`config.mk`:
```
export PLATFORM = sky130hd
export DESIGN_NAME = gtfmac_vnc_lat_gen
export DESIGN_NICKNAME = d
export VERILOG_FILES = /design/src/rtl/gtfmac_vnc_lat_pkg.sv /design/src/rtl/syncer_level.sv /design/src/rtl/gtfmac_vnc_lat_gen.sv
export SDC_FILE = /design/constraint.sdc
export NUM_CORES = 1
export LEC_CHECK = 0
export BUFFER_PORTS_ARGS = -buffer_cell sky130_fd_sc_hd__buf_2
export CORE_MARGIN = 2
export CORE_UTILIZATION = 50
export DETAILED_ROUTE_END_ITERATION = 8
export PLACE_DENSITY = 0.75
export SLEW_MARGIN = 20
export SYNTH_ARGS = -nofsm -noshare
export SYNTH_HDL_FRONTEND = slang
export SYNTH_SLANG_ARGS = --single-unit
```
`constraint.sdc`:
```
create_clock -name tx_clk_i -period 3.6 [get_ports tx_clk_i]
set_clock_uncertainty 0.05 [all_clocks]
set_input_delay 0.36 -clock tx_clk_i [delete_from_list [all_inputs] [get_ports tx_clk_i]]
set_output_delay 0.36 -clock tx_clk_i [all_outputs]
set_load 0.01 [all_outputs]
```
`src/rtl/gtfmac_vnc_lat_pkg.sv`:
```
// Shared types and constants for the transmit-side latency probe generator.
package gtfmac_vnc_lat_pkg;

  typedef enum logic [2:0] {
    IDLE = 3'd0,
    REQ  = 3'd1,
    WAIT = 3'd2,
    GAP  = 3'd3,
    DONE = 3'd4
  } lat_gen_state_t;

  // Shortest low time on pattern_sent that the rx_clk edge detector reliably sees.
  localparam int unsigned MIN_LOW_CYC_DEF = 8;

  // Effective inter-probe idle time: the programmed gap, floored at the minimum low time.
  function automatic logic [15:0] gap_len(input logic [15:0] gap, input logic [15:0] min_low);
    return (gap > min_low) ? gap : min_low;
  endfunction

endpackage

```
`src/rtl/syncer_level.sv`:
```
// Two-flop level synchronizer for slow asynchronous control levels.
module syncer_level #(
  parameter int WIDTH = 1
) (
  input  logic             clk,
  input  logic             resetn,
  input  logic [WIDTH-1:0] datain,
  output logic [WIDTH-1:0] dataout
);

  logic [WIDTH-1:0] meta_q;
  logic [WIDTH-1:0] sync_q;

  // Two-stage capture; output is the second stage.
  always_ff @(posedge clk or negedge resetn) begin
    if (!resetn) begin
      meta_q <= '0;
      sync_q <= '0;
    end else begin
      meta_q <= datain;
      sync_q <= meta_q;
    end
  end

  assign dataout = sync_q;

endmodule

```
`src/rtl/gtfmac_vnc_lat_gen.sv`:
```
// Transmit-side latency probe generator (tx_clk domain).
// Paces probe insertion requests to the TX datapath, drives pattern_sent to the
// latency monitor, waits for the far-end pattern_rcvd, enforces an idle gap and
// stops after lat_pkt_cnt probes.
// Optional feature macro: GTFMAC_VNC_LAT_TIMEOUT_EN (WAIT-state timeout and
// timeout_cnt). Without it WAIT waits indefinitely and timeout_cnt is tied to 0.
//
// state | meaning
// IDLE  | no run; waiting for a go rising edge
// REQ   | pat_req high, waiting for the datapath ack
// WAIT  | probe in flight, pattern_sent high, waiting for pattern_rcvd
// GAP   | pattern_sent low for max(gap_cycles, MIN_LOW_CYC) cycles
// DONE  | run complete, done high until go falls
module gtfmac_vnc_lat_gen
  import gtfmac_vnc_lat_pkg::*;
#(
  parameter int unsigned MIN_LOW_CYC = MIN_LOW_CYC_DEF,
  parameter int unsigned TIMEOUT_CYC = 65535,
  parameter int unsigned CNT_WIDTH   = 32
) (
  input  logic                 tx_clk_i,
  input  logic                 tx_rst_i,
  input  logic                 go_i,
  input  logic                 stop_i,
  input  logic [CNT_WIDTH-1:0] lat_pkt_cnt_i,
  input  logic [15:0]          gap_cycles_i,
  output logic                 pat_req_o,
  input  logic                 pat_ack_i,
  output logic                 pattern_sent_o,
  input  logic                 pattern_rcvd_i,
  output logic                 busy_o,
  output logic                 done_o,
  output logic [CNT_WIDTH-1:0] sent_cnt_o,
  output logic [15:0]          timeout_cnt_o
);

  // Shared gap/timeout down-counter; one extra bit only if the timeout needs it.
  localparam int TMR_W = (TIMEOUT_CYC > 65535) ? 17 : 16;
  localparam logic [15:0] MIN_LOW16 = 16'(MIN_LOW_CYC);

  lat_gen_state_t state_q, state_d;
  logic                 pat_req_q, pat_req_d;
  logic                 sent_q, sent_d;
  logic                 done_q, done_d;
  logic [CNT_WIDTH-1:0] sent_cnt_q, sent_cnt_d;
  logic [TMR_W-1:0]     tmr_q, tmr_d;
  logic                 go_prev_q, rcvd_prev_q;

  logic rst_n;
  logic go_s, stop_s, rcvd_s;
  logic go_rise, rcvd_rise;
  logic [TMR_W-1:0] gap_load;

  assign rst_n = ~tx_rst_i;

  syncer_level #(.WIDTH(1)) u_sync_go (
    .clk     (tx_clk_i),
    .resetn  (rst_n),
    .datain  (go_i),
    .dataout (go_s)
  );

  syncer_level #(.WIDTH(1)) u_sync_stop (
    .clk     (tx_clk_i),
    .resetn  (rst_n),
    .datain  (stop_i),
    .dataout (stop_s)
  );

  syncer_level #(.WIDTH(1)) u_sync_rcvd (
    .clk     (tx_clk_i),
    .resetn  (rst_n),
    .datain  (pattern_rcvd_i),
    .dataout (rcvd_s)
  );

  assign go_rise   = go_s & ~go_prev_q;
  assign rcvd_rise = rcvd_s & ~rcvd_prev_q;

  // Counter terminates at zero, so load one less than the desired GAP length.
  assign gap_load = TMR_W'(gap_len(gap_cycles_i, MIN_LOW16) - 16'd1);

`ifdef GTFMAC_VNC_LAT_TIMEOUT_EN
  localparam logic [TMR_W-1:0] TO_LOAD = TMR_W'(TIMEOUT_CYC - 1);
  logic [15:0] to_cnt_q, to_cnt_d;
`endif

  // Next-state and registered-output logic; stop overrides everything.
  always_comb begin
    state_d    = state_q;
    pat_req_d  = pat_req_q;
    sent_d     = sent_q;
    done_d     = done_q;
    sent_cnt_d = sent_cnt_q;
    tmr_d      = tmr_q;
`ifdef GTFMAC_VNC_LAT_TIMEOUT_EN
    to_cnt_d   = to_cnt_q;
`endif
    if (stop_s) begin
      state_d   = IDLE;
      pat_req_d = 1'b0;
      sent_d    = 1'b0;
      done_d    = 1'b0;
    end else begin
      case (state_q)
        IDLE: begin
          if (go_rise && (lat_pkt_cnt_i != '0)) begin
            sent_cnt_d = '0;
`ifdef GTFMAC_VNC_LAT_TIMEOUT_EN
            to_cnt_d   = '0;
`endif
            pat_req_d  = 1'b1;
            state_d    = REQ;
          end
        end
        REQ: begin
          if (pat_ack_i) begin
            sent_cnt_d = sent_cnt_q + 1'b1;
            pat_req_d  = 1'b0;
            sent_d     = 1'b1;
            state_d    = WAIT;
`ifdef GTFMAC_VNC_LAT_TIMEOUT_EN
            tmr_d      = TO_LOAD;
`endif
          end
        end
        WAIT: begin
          if (rcvd_rise) begin
            sent_d  = 1'b0;
            tmr_d   = gap_load;
            state_d = GAP;
          end
`ifdef GTFMAC_VNC_LAT_TIMEOUT_EN
          else if (tmr_q == '0) begin
            sent_d  = 1'b0;
            tmr_d   = gap_load;
            state_d = GAP;
            if (to_cnt_q != 16'hFFFF) to_cnt_d = to_cnt_q + 16'd1;
          end else begin
            tmr_d = tmr_q - 1'b1;
          end
`endif
        end
        GAP: begin
          if (tmr_q == '0) begin
            // >= rather than == so a mid-run lat_pkt_cnt change cannot run forever.
            if (sent_cnt_q >= lat_pkt_cnt_i) begin
              done_d  = 1'b1;
              state_d = DONE;
            end else begin
              pat_req_d = 1'b1;
              state_d   = REQ;
            end
          end else begin
            tmr_d = tmr_q - 1'b1;
          end
        end
        DONE: begin
          if (!go_s) begin
            done_d  = 1'b0;
            state_d = IDLE;
          end
        end
        default: begin
          state_d   = IDLE;
          pat_req_d = 1'b0;
          sent_d    = 1'b0;
          done_d    = 1'b0;
        end
      endcase
    end
  end

  // State, output and counter registers; async reset returns everything to idle.
  always_ff @(posedge tx_clk_i or posedge tx_rst_i) begin
    if (tx_rst_i) begin
      state_q     <= IDLE;
      pat_req_q   <= 1'b0;
      sent_q      <= 1'b0;
      done_q      <= 1'b0;
      sent_cnt_q  <= '0;
      tmr_q       <= '0;
      go_prev_q   <= 1'b0;
      rcvd_prev_q <= 1'b0;
    end else begin
      state_q     <= state_d;
      pat_req_q   <= pat_req_d;
      sent_q      <= sent_d;
      done_q      <= done_d;
      sent_cnt_q  <= sent_cnt_d;
      tmr_q       <= tmr_d;
      go_prev_q   <= go_s;
      rcvd_prev_q <= rcvd_s;
    end
  end

`ifdef GTFMAC_VNC_LAT_TIMEOUT_EN
  // Abandoned-probe counter.
  always_ff @(posedge tx_clk_i or posedge tx_rst_i) begin
    if (tx_rst_i) to_cnt_q <= '0;
    else          to_cnt_q <= to_cnt_d;
  end
  assign timeout_cnt_o = to_cnt_q;
`else
  assign timeout_cnt_o = '0;
`endif

  assign pat_req_o      = pat_req_q;
  assign pattern_sent_o = sent_q;
  assign done_o         = done_q;
  assign sent_cnt_o     = sent_cnt_q;
  assign busy_o         = (state_q == REQ) || (state_q == WAIT) || (state_q == GAP);

endmodule

```
==> impl_metrics.json, run 1 <==
{
  "outcome": "finished clean",
  "core_area_sq_um": 9110,
  "area_delta_synth_final_pct": 14.9,
  "root_buffer": "clkbuf_8",
  "rsz0062_at_grt": "false",
  "nNetsFinal": 725,
  "yosys_register_bits": 62,
  "drive_gt1_share_pct": 20.4,
  "p_switching_mw": 0.917,
  "num_vias": 4394,
  "slew_headroom_pct": 34.2,
  "synth_top_area_share_pct": 33.6,
  "final_cells": 753,
  "drc": 0,
  "cts_tree": "yes",
  "htree_levels": 3,
  "fmax_mhz": 338,
  "worstSkewPairLatency_ns": 0.35,
  "critPathArrivalTime_ns": 3.14,
  "yosysSeqAreaShare_pct": 33.6,
  "final_hold_viol_count": 0,
  "tightest_slew_ns": 0.981,
  "synthCells": 547,
  "slew_viol_final": 0,
  "finalSetupViolations": 0,
  "grt_first_pass_wirelength_mm": 18.9,
  "cts_buffer_depth": 2,
  "grt_max_degree": 42,
  "first_global_vias": 4020,
  "async_reset_ff_share_pct": 100,
  "grt.total_usage_pct": 23.2,
  "intPower_mw": 1.40,
  "yosys-top-cells-count": "dfrtp_1, nor2_1, nand2_1",
  "ys_types": 64,
  "final.setup.tns_ns": 0,
  "power_density_nw_per_um2": 436,
  "ctsResizeCount": 0,
  "synth.avg_cell_area_sq_um": 8.45,
  "end_kind": "flip-flop",
  "place_inst": 737,
  "gp_congestion": 0.907,
  "chipHeight_um": 100,
  "p_comb_share_pct": 32.5,
  "drtPass1Iterations": 6,
  "synth_ff_type": "dfrtp_1",
  "design.portCount": 106,
  "clk_transition_reported_paths_ns": 0.07,
  "cts_buffers": 9,
  "ys_warn_count": 0,
  "hpwl_mm": 8.80,
  "peakVddDrop_mv": 0.230,
  "leakage_nw": 2.77,
  "wire_per_inst_um": 15.3,
  "setup_slack_ns": 0.640,
  "synth_area_leaders": "dfrtp_1, ha_1, nor2_1, nand2_1, a21oi_1",
  "synth.most_common_cell": "dfrtp_1",
  "cap_violations": 0,
  "initial_core_util_pct": 50.7,
  "diodes": 0,
  "die_area_sq_um": 10000,
  "post-route-min-period_ns": 2.96,
  "overflow": 0,
  "finalCritPeriodShare_pct": 82.2,
  "die_w_um": 100,
  "antenna_found_initial": 0,
  "startpoint_type": "flip-flop",
  "port_buffers": 89,
  "hold_buffers": 0,
  "cts_sinks": 62,
  "syn-cell-area_sq_um": 4620,
  "largest_reg_flops": 32,
  "rows": 35,
  "drt_iter0_markers": 293,
  "switching_share_pct": 39.6,
  "p_seq_share_pct": 43.3,
  "post_cts_buffers": 0,
  "hold_class": "in -> reg",
  "vias_per_cell": 5.84,
  "synth_edf_count": 0,
  "critPathKind": "reg -> reg",
  "crit_required_ns": 3.78,
  "antenna_left": 0,
  "wl_mm": 11.5,
  "synth_largest_area_cell": "dfrtp_1",
  "critPathMaxFanout": 17,
  "hold_ws_ns": 0.0678,
  "finish.utilization_pct": 58.3,
  "pwr-share-clk_pct": 24.2,
  "dpl_worst_slack_ns": 0.546
}
## cell families after synthesis
logic type      after synthesis  synth area share [%]
simple gates                218                  24.3
compound gates              117                  17.2
buf+inv                      75                  7.61
flops                        62                  33.6
fa+ha+maj                    34                  9.20
xor+xnor                     26                  4.93
mux                          14                  3.06
other cells                   1                0.0811
## area by class of cell
type,count,area (sq um)
multi-input cells,425,2780
fillers,859,3800
clock buffers,11,141
inverters,41,154
clock inverters,5,35.0
repair buffers,98,513
flip-flops and latches,62,1550
well taps,111,139
## power groups by stage
| stage | clock network [mW] | logic [mW] | registers (mW) |
|---|---|---|---|
| global placement | 0 | 0.727 | 1.00 |
| global route | 0.594 | 0.848 | 1.02 |
| floorplan | 0 | 0.576 | 0.956 |
| finish | 0.561 | 0.752 | 1.00 |
| CTS | 0.565 | 0.748 | 0.997 |
| detailed placement | 0 | 0.744 | 1.01 |
## placed cells by master, fill, tap and decap left out, types with 10 or more instances in the layout
cell type and count:
nand2_1 52, clkbuf_8 10, and3_1 17, inv_1 40, nor3_1 11, nand3_1 15, xor2_1 15, nor2_1 59
xnor2_1 11, a21oi_1 32, o21ai_0 22, buf_2 89, conb_1 16, mux2i_1 13, nor4_1 12, dfrtp_1 62
ha_1 34
## path summary, 6_finish.rpt
kind | start | to | slack [ns] | cells past startpoint
setup / recovery | state_q[1] | tmr_q[11] | 0.64 | 7
max in group asynchronous | tx_rst_i | sent_cnt_o[2] | 2.50 | 3
hold reg to reg | u_sync_go.meta_q | u_sync_go.dataout | 0.30 | 0
hold / removal | stop_i | u_sync_stop.meta_q | 0.07 | 1
setup reg to reg | state_q[1] | tmr_q[11] | 0.64 | 7
min in group asynchronous | tx_rst_i | tmr_q[6] | 0.15 | 2
## worst max-delay path, stage by stage, from the launching register on
cell	delay (ns)
dfrtp_1	0.60
inv_1	0.11
a2111oi_0	0.73
a311o_1	0.60
buf_4	0.33
or3_1	0.14
mux2i_1	0.06
a211o_1	0.22
## through the flow
step	area, sq um	power, mW
2_1_floorplan	4680	1.53
3_3_place_gp	5130	1.73
3_5_place_dp	5130	1.75
4_1_cts	5310	2.31
5_1_grt	5310	2.47
6_report	5310	2.31
## per-layer routing
layer,track usage (%),vias up,wire (um)
li1,-,2114,-
met1,33.5,2119,5310
met2,35.9,140,5430
met3,2.99,21,588
met4,8.64,0,214
met5,0,-,0
Note: power is estimated with default switching activity, not from simulation.
==> inputs of run 2 (changes only) <==
--- a/config.mk
+++ b/config.mk
@@ -9,7 +9,7 @@
 export CORE_MARGIN = 2
 export CORE_UTILIZATION = 50
 export DETAILED_ROUTE_END_ITERATION = 8
-export PLACE_DENSITY = 0.75
+export PLACE_DENSITY = 0.78
 export SLEW_MARGIN = 20
 export SYNTH_ARGS = -nofsm -noshare
 export SYNTH_HDL_FRONTEND = slang
==> constraint.sdc (replaced) <==
create_clock -name tx_clk_i -period 2.47 [get_ports tx_clk_i]
set_clock_uncertainty 0.05 [all_clocks]
set_input_delay 0.247 -clock tx_clk_i [delete_from_list [all_inputs] [get_ports tx_clk_i]]
set_output_delay 0.247 -clock tx_clk_i [all_outputs]
set_load 0.01 [all_outputs]
==> run 2 against run 1 <==
Against the previous run: core utilization grew 6.7 points; setup slack got worse by 0.58 ns; clock power is 68% higher; global-route usage rose by 2.9 points; via count increased by 8.2%; critical endpoint unchanged.
==> impl_metrics.json, run 2 (same netlist as run 1, synthesis figures left out) <==
{
  "post-route-min-period_ns": 2.41,
  "drt_iter0_markers": 351,
  "cts_buffers": 9,
  "layout_commonest_cell": "buf_2",
  "largest_reg_flops": 32,
  "finalSetupViolations": 0,
  "antenna_found_initial": 0,
  "outcome": "finished clean",
  "nFillCells": 755,
  "leakage_nw": 3.13,
  "met1_usage_pct": 34.3,
  "area_delta_synth_final_pct": 28.0,
  "diodes": 0,
  "grt_max_degree": 39,
  "finish.utilization_pct": 65.0,
  "dpl_worst_slack_ns": -0.109,
  "clk_transition_reported_paths_ns": 0.07,
  "chipHeight_um": 100,
  "hold_ws_ns": 0.146,
  "drive_gt1_share_pct": 28.5,
  "nNetsFinal": 788,
  "tightest_slew_ns": 0.646,
  "end_kind": "flip-flop",
  "fmax_mhz": 415,
  "core_area_sq_um": 9110,
  "num_vias": 4756,
  "busiest_layer": "met2",
  "setup_slack_ns": 0.0623,
  "die_area_sq_um": 10000,
  "die_w_um": 100,
  "initial_core_util_pct": 50.7,
  "p_total_mw": 3.81,
  "grt.total_usage_pct": 26.2,
  "grt_use_met3_pct": 3.83,
  "critPathArrivalTime_ns": 2.61,
  "worstSkewPairLatency_ns": 0.36,
  "power_density_nw_per_um2": 643,
  "gp_congestion": 0.982,
  "port_buffers": 89,
  "cap_violations": 0,
  "hold_class": "in -> reg",
  "critPathMaxFanout": 8,
  "crit_required_ns": 2.67,
  "overflow": 0,
  "finalCritPeriodShare_pct": 97.5,
  "drtPass1Iterations": 5,
  "wl_mm": 12.9,
  "cts_sinks": 62,
  "htree_levels": 3,
  "final_cell_mix": "buf_2, buf_4, dfrtp_1",
  "startpoint_type": "flip-flop",
  "cts_tree": "yes",
  "critPathKind": "reg -> reg",
  "first_global_vias": 4543,
  "slew_viol_final": 0,
  "final_hold_viol_count": 0,
  "antenna_left": 0,
  "grtUsageMet2_pct": 43.6,
  "rows": 35,
  "grt_first_pass_wirelength_mm": 20.9,
  "cts_buffer_depth": 2,
  "wire_per_inst_um": 15.8,
  "peakVddDrop_mv": 0.455,
  "slew_headroom_pct": 56.9,
  "hpwl_mm": 9.67,
  "design.portCount": 106,
  "root_buffer": "clkbuf_8",
  "drc": 0,
  "vias_per_cell": 5.83
}
## run 2: cell types whose count changed in the layout (fill, tap and decap cells not counted), moves of 2 or more
cell,delta
dfrtp_1,-2
buf_4,+56
buf_12,+2
dfrtp_2,+2
dlygate4sd3_1,+4
o21ai_1,+2
a31oi_1,-2
o21ai_0,-2
## run 2: power by group
group / switching [mW] / internal, mW / leakage (nW)
sequential: 0.196 / 1.20 / 0.800
combinational: 0.821 / 0.643 / 2.23
clock: 0.447 / 0.498 / 0.103
## run 2: final cells by class
type                       instances  area (sq um)  share of cell area (%)
inverter                          41           154                    2.60
clock buffer                      10           138                    2.33
tap                              111           139                    2.35
sequential                        62          1550                    26.3
clock inverter                     6          68.8                    1.16
multi-input combinational        425          2830                    47.7
timing repair buffer             161          1040                    17.6
## run 2: path summary, 6_finish.rpt
path | startpoint | cells after the start | endpoint | slack [ns]
min | gap_cycles_i[4] | 3 | tmr_q[4] | 0.15
max in group asynchronous | tx_rst_i | 4 | state_q[2] | 1.26
min in group asynchronous | tx_rst_i | 3 | tmr_q[13] | 0.47
min reg2reg | u_sync_rcvd.meta_q | 0 | u_sync_rcvd.dataout | 0.30
max reg2reg | state_q[2] | 8 | tmr_q[11] | 0.06
max | state_q[2] | 8 | tmr_q[11] | 0.06
## run 2: layer usage
metal | routed length [um] | share of wire, % | vias up
li1 | - | - | 2245
met1 | 5420 | 42 | 2248
met2 | 6200 | 48 | 224
met3 | 894 | 6.9 | 39
met4 | 390 | 3.0 | 0
met5 | 0 | 0 | -
## run 2: what timing repair did
action                                  CTS  global route
gates cloned                              0             1
setup buffers                             0             2
pin swaps                                 0             3
resized for setup                         1            14
endpoints found under the setup margin    2            16
hold endpoints to repair                 27             0
hold buffers                              4             0
## run 2: critical path, stage by stage, from the launching register on
cell	delay [ns]
dfrtp_2	0.45
and3b_2	0.35
buf_4	0.20
nor2_1	0.06
a21oi_1	0.31
o22a_2	0.29
nand3_2	0.10
a21o_1	0.21
a211o_1	0.28
## run 2: metrics by stage
step                      cells  setup TNS [ns]  instance area (sq um)
after floorplan             562         -0.0458                   4680
after global placement      793               0                   5580
after detailed placement    793          -0.303                   5580
after CTS                   813               0                   5820
after global routing        816          -0.208                   5920
final                       816               0                   5920
